## config.mk

```make
export PLATFORM = sky130hd
export DESIGN_NAME = fft_bf_sched
export DESIGN_NICKNAME = d
export VERILOG_FILES = /design/src/rtl/fft_bf_sched_pkg.sv /design/src/rtl/fft_bf_sched_delay.sv /design/src/rtl/fft_bf_sched.sv
export SDC_FILE = /design/constraint.sdc
export NUM_CORES = 1
export LEC_CHECK = 0
export CORE_ASPECT_RATIO = 1.4
export CORE_MARGIN = 1
export CORE_UTILIZATION = 60
export CTS_CLUSTER_SIZE = 40
export DETAILED_ROUTE_END_ITERATION = 8
export PLACE_DENSITY = 0.84
export SKIP_LAST_GASP = 1
export SYNTH_ARGS = -nofsm -noshare
export SYNTH_HDL_FRONTEND = slang
export SYNTH_SLANG_ARGS = --single-unit
```

## constraint.sdc

```tcl
create_clock -name clk -period 6.05 [get_ports clk]
set_clock_uncertainty 0.15 [all_clocks]
set_input_delay 0.605 -clock clk [delete_from_list [all_inputs] [get_ports clk]]
set_output_delay 0.605 -clock clk [all_outputs]
set_load 0.01 [all_outputs]
```

## src/rtl/fft_bf_sched_pkg.sv

```systemverilog
// Shared constants and FSM encoding for the radix-2 DIT butterfly scheduler.
package fft_bf_sched_pkg;

  localparam int CPLX_WIDTH   = 16;
  localparam int DEF_LOG2N    = 8;
  localparam int DEF_PIPE_LAT = 4;

  typedef enum logic [1:0] {
    SCHED_IDLE  = 2'd0,
    SCHED_RUN   = 2'd1,
    SCHED_DRAIN = 2'd2,
    SCHED_DONE  = 2'd3
  } sched_state_e;

endpackage

```

## src/rtl/fft_bf_sched_delay.sv

```systemverilog
// PIPE_LAT-stage delay line turning read strobes/addresses into write-back strobes/addresses.
module bf_addr_delay #(
  parameter int AW    = 8,
  parameter int DEPTH = 4
) (
  input  logic          clk,
  input  logic          rst,
  input  logic          en,
  input  logic          in_valid,
  input  logic [AW-1:0] in_addr_a,
  input  logic [AW-1:0] in_addr_b,
  output logic          out_valid,
  output logic [AW-1:0] out_addr_a,
  output logic [AW-1:0] out_addr_b
);

  localparam int W = 1 + 2 * AW;

  logic [W-1:0] pipe_reg [DEPTH];

  always_ff @(posedge clk or posedge rst) begin
    if (rst) begin
      for (int i = 0; i < DEPTH; i++) pipe_reg[i] <= '0;
    end else if (en) begin
      pipe_reg[0] <= {in_valid, in_addr_a, in_addr_b};
      for (int i = 1; i < DEPTH; i++) pipe_reg[i] <= pipe_reg[i-1];
    end
  end

  assign {out_valid, out_addr_a, out_addr_b} = pipe_reg[DEPTH-1];

endmodule

```

## src/rtl/fft_bf_sched.sv

```systemverilog
// In-place radix-2 DIT FFT stage/butterfly scheduler with delayed write-back addresses.
// Optional stall input enabled by defining FFT_SCHED_STALL_EN.
module fft_bf_sched
  import fft_bf_sched_pkg::*;
#(
  parameter int LOG2N    = DEF_LOG2N,
  parameter int PIPE_LAT = DEF_PIPE_LAT
) (
  input  logic                       clk,
  input  logic                       rst,
`ifdef FFT_SCHED_STALL_EN
  input  logic                       hold,
`endif
  input  logic                       start,
  output logic                       busy,
  output logic                       done,
  output logic                       rd_en,
  output logic [LOG2N-1:0]           rd_addr_a,
  output logic [LOG2N-1:0]           rd_addr_b,
  output logic [LOG2N-2:0]           tw_addr,
  output logic                       wr_en,
  output logic [LOG2N-1:0]           wr_addr_a,
  output logic [LOG2N-1:0]           wr_addr_b,
  output logic [$clog2(LOG2N)-1:0]   stage
);

  localparam int AW = LOG2N;
  localparam int KW = LOG2N - 1;
  localparam int SW = $clog2(LOG2N);
  localparam int DW = $clog2(PIPE_LAT + 1);

  sched_state_e  state_reg, state_next;
  logic [KW-1:0] k_reg, k_next;
  logic [DW-1:0] drain_reg, drain_next;
  logic [SW-1:0] stage_reg, stage_next;

  logic          run_en;
  logic          issue;
  logic          busy_reg, done_reg, rd_en_reg;
  logic [AW-1:0] rd_addr_a_reg, rd_addr_b_reg;
  logic [KW-1:0] tw_reg;
  logic [SW-1:0] stage_out_reg;
  logic          wr_valid;

  logic [AW-1:0] span, k_ext, pos, grp, addr_a, addr_b;
  logic [SW-1:0] tw_shift;
  logic [KW-1:0] tw_calc;

`ifdef FFT_SCHED_STALL_EN
  assign run_en = ~hold;
`else
  assign run_en = 1'b1;
`endif

  always_ff @(posedge clk or posedge rst) begin
    if (rst) begin
      state_reg <= SCHED_IDLE;
      k_reg     <= '0;
      drain_reg <= '0;
      stage_reg <= '0;
    end else if (run_en) begin
      state_reg <= state_next;
      k_reg     <= k_next;
      drain_reg <= drain_next;
      stage_reg <= stage_next;
    end
  end

  // done_reg blocks a start landing on the done cycle from being taken in IDLE
  always_comb begin
    state_next = state_reg;
    k_next     = k_reg;
    drain_next = drain_reg;
    stage_next = stage_reg;
    case (state_reg)
      SCHED_IDLE: begin
        if (start && !done_reg) begin
          state_next = SCHED_RUN;
          k_next     = '0;
          stage_next = '0;
        end
      end
      SCHED_RUN: begin
        if (&k_reg) begin
          state_next = SCHED_DRAIN;
          drain_next = '0;
        end else begin
          k_next = k_reg + KW'(1);
        end
      end
      SCHED_DRAIN: begin
        if (drain_reg == DW'(PIPE_LAT - 1)) begin
          if (stage_reg == SW'(LOG2N - 1)) begin
            state_next = SCHED_DONE;
          end else begin
            state_next = SCHED_RUN;
            stage_next = stage_reg + SW'(1);
            k_next     = '0;
          end
        end else begin
          drain_next = drain_reg + DW'(1);
        end
      end
      SCHED_DONE: state_next = SCHED_IDLE;
      default:    state_next = SCHED_IDLE;
    endcase
  end

  assign issue = (state_reg == SCHED_RUN);

  // Butterfly k of stage s: insert a zero at bit s of k to get the upper operand
  always_comb begin
    span     = AW'(1) << stage_reg;
    k_ext    = {1'b0, k_reg};
    pos      = k_ext & (span - AW'(1));
    grp      = k_ext >> stage_reg;
    addr_a   = ((grp << stage_reg) << 1) | pos;
    addr_b   = addr_a + span;
    tw_shift = SW'(LOG2N - 1) - stage_reg;
    tw_calc  = KW'(pos << tw_shift);
  end

  always_ff @(posedge clk or posedge rst) begin
    if (rst) begin
      busy_reg      <= 1'b0;
      done_reg      <= 1'b0;
      rd_en_reg     <= 1'b0;
      rd_addr_a_reg <= '0;
      rd_addr_b_reg <= '0;
      tw_reg        <= '0;
      stage_out_reg <= '0;
    end else if (run_en) begin
      busy_reg      <= (state_reg == SCHED_RUN) || (state_reg == SCHED_DRAIN);
      done_reg      <= (state_reg == SCHED_DONE);
      rd_en_reg     <= issue;
      stage_out_reg <= stage_reg;
      if (issue) begin
        rd_addr_a_reg <= addr_a;
        rd_addr_b_reg <= addr_b;
        tw_reg        <= tw_calc;
      end
    end
  end

  bf_addr_delay #(
    .AW    (AW),
    .DEPTH (PIPE_LAT)
  ) u_delay (
    .clk        (clk),
    .rst        (rst),
    .en         (run_en),
    .in_valid   (rd_en_reg),
    .in_addr_a  (rd_addr_a_reg),
    .in_addr_b  (rd_addr_b_reg),
    .out_valid  (wr_valid),
    .out_addr_a (wr_addr_a),
    .out_addr_b (wr_addr_b)
  );

  assign busy      = busy_reg;
  assign done      = done_reg & run_en;
  assign rd_en     = rd_en_reg & run_en;
  assign wr_en     = wr_valid & run_en;
  assign rd_addr_a = rd_addr_a_reg;
  assign rd_addr_b = rd_addr_b_reg;
  assign tw_addr   = tw_reg;
  assign stage     = stage_out_reg;

endmodule

```

==> run metrics <==
vias per cell between 5 and 6; Rows 37; Final Max Tran Viols 0; Post-Synth XOR/XNOR Area about 2.3%; commonest non-fill, non-tap cell in the layout dfrtp_1; CTS tree built; status finished, final reports clean; Post-synth top flop dfrtp_1; Post-CTS Setup Inserts 0; Clock Tree Root clkbuf_8; Clock Pin Slew Worst Setup and Hold Paths roughly 0.1 ns; Crit path arrival time 3.73 ns; Final TNS setup 0 ns; Inserted Diodes 0; Area Growth Syn to Fin 13.86%; area of the die 7863 sq um; grt ovf 0; leak pwr ~0.0022 uW; Hold Slack about 0.2 ns; antenna violations before repair 0; fin crit period approximately 3.6 ns; sequential cell area fraction in the yosys report between 60% and 70%; EDFF count, synth 0; WS Path Type flip-flop to flip-flop; H-Tree Depth 3; TritonCTS Buffers 9; area share of fa/ha/maj cells after synthesis about 6.0%; Post-Syn Nets approximately 380; CTS-repair resized insts 0; number of max-cap violations 0; Starting Density 61.58%; CTS sink cnt around 110; Slowest cell on crit path dfrtp_1; Netlist cell types around 60; synthesized area roughly 4500 sq um; share of cells above drive strength 1 ~10%; syn avg cell area between 10 and 15 sq um; # placed instances 470; largest family of logic cells by synthesized area compound AO/OA/AOI/OAI gates; nets about 400; total number of vias between 2000 and 3000; WL per Instance 17.59 microns; Tightest Pin Transition approximately 1.1 ns; final setup fails 0; HPWL Detailed around 6.1 mm; RSZ-0062 raised after global routing no; max reg flops 51; IR drop worst, VDD about 0.12 mV; nature of the critical path startpoint flip-flop; gpl congestion between 0.8 and 0.9; Mapped Cells approximately 350; max_slew headroom around 29%; fin util a little over two thirds; Compound-Gate Fraction of Synth Area a little under 10%; Worst setup EP type flip-flop; Die Span Y ~100 microns; ys async rst share 100.0%; die width 75.23 microns; first-pass GRT wire length 13.57 mm; drt drc 0; CP Max Fanout 23; Initial DRC Count approximately 140; CORE AREA ~7300 sq um; HP Class flip-flop to flip-flop; FF+latch count, synth roughly 110; Synth warnings 0; worst skew pair latency around 0.37 ns; most frequent cells in the layout dfrtp_1 (112), clkdlybuf4s50_1 (48), nor2_1 (21); PwrDens between 200 and 250 nW/um^2; largest net degree at the start of global routing 91; cell family with most CP delay flip-flops; antenna viol nets, final 0; CP Buf/Inv Count 2; GRT Util Overall ~24%; simple-gate share of the synthesized area 9.333%; final WL 8.533 mm; cts hold-fix bufs 0; mux contribution to synthesized area under 10%; Top Ports 49; vias in the first global route 2719; Port Buffer Count 48; Post-Layout Cell Count ~490; fmax roughly 280 MHz; crit share post-route between 50% and 60%; max incr delay on CP a little over 0.8 ns; Max Root-Sink Buffers 2; worst-path cell chain inv_1 > ha_1 > nor3_1 > o21a_1 > nor2_1 > a32o_1 > ha_1 > inv_1 > o21ai_0 > o211ai_1 > xnor2_1 > mux2_2; drt pass-1 iters 6; CP Data Required Time 6.17 ns; Final Hold Fails 0
[metrics by stage]
stage | power, uW | area, sq um | worst slack [ns]
finish | 1196 | 5129 | 2.441
global route | 1241 | 5129 | 2.214
CTS | 1208 | 5129 | 2.511
detailed placement | 788.1 | 4945 | 2.591
global placement | 787.3 | 4945 | 2.714
floorplan | 780.9 | 4504 | 2.336
[metal layers]
metal,GRT usage [%],wire (microns),vias up
met2,42.08,4689,72
met4,13.62,333,0
met5,0,0,-
met3,5.233,254,25
met1,27.16,3255,1372
li1,-,-,1256
[worst paths after layout]
check	startpoint	endpoint	slack [ns]	depth (start not counted)
max	stage_reg[1]	rd_addr_b[7]	2.44	12
min	u_delay.pipe_reg[65]	u_delay.pipe_reg[48]	0.20	0
max reg2reg	stage_reg[1]	rd_addr_b[7]	2.44	12
min reg2reg	u_delay.pipe_reg[65]	u_delay.pipe_reg[48]	0.20	0
max in group asynchronous	rst	u_delay.pipe_reg[20]	4.03	3
min in group asynchronous	rst	tw_addr[6]	0.38	2
[cells by family (layout without fill, tap and decap cells)]
logic type / count (synthesis) / in the layout
AOI/OAI and AO/OA: 61 / 61
buffers and inverters: 48 / 83
DFF: 112 / 112
and+or+nand+nor: 79 / 79
other: 1 / 1
muxes: 19 / 19
xor gates and xnor gates: 12 / 12
adders and majority gates: 21 / 21
[cell type report]
| type | instances | area [sq um] |
|---|---|---|
| sequential | 112 | 2803 |
| fill | 548 | 2186 |
| multi-input combinational | 193 | 1455 |
| timing repair buffer | 50 | 495.5 |
| clock buffer | 11 | 131.4 |
| tap | 97 | 121.4 |
| inverter | 18 | 70.07 |
| clock inverter | 4 | 52.55 |
[power by group]
group	total (uW)	leakage [uW]	switching, uW	internal, uW
clock network	424	0.0000942	232	192
logic	20.1	0.000819	15.9	4.22
registers	752	0.00129	1.01	751
[synthesized netlist by cell type, types with 11 or more instances]
cell     count  share of area, %
nand2_1     16               1.3
ha_1        20               5.6
inv_1       16               1.3
a21oi_1     11               1.2
o21ai_0     11               1.2
dfrtp_1    112                62
mux2_2      15               3.7
nor2_1      21               1.8
buf_4       16               2.7
(Power assumes the default switching activity.)
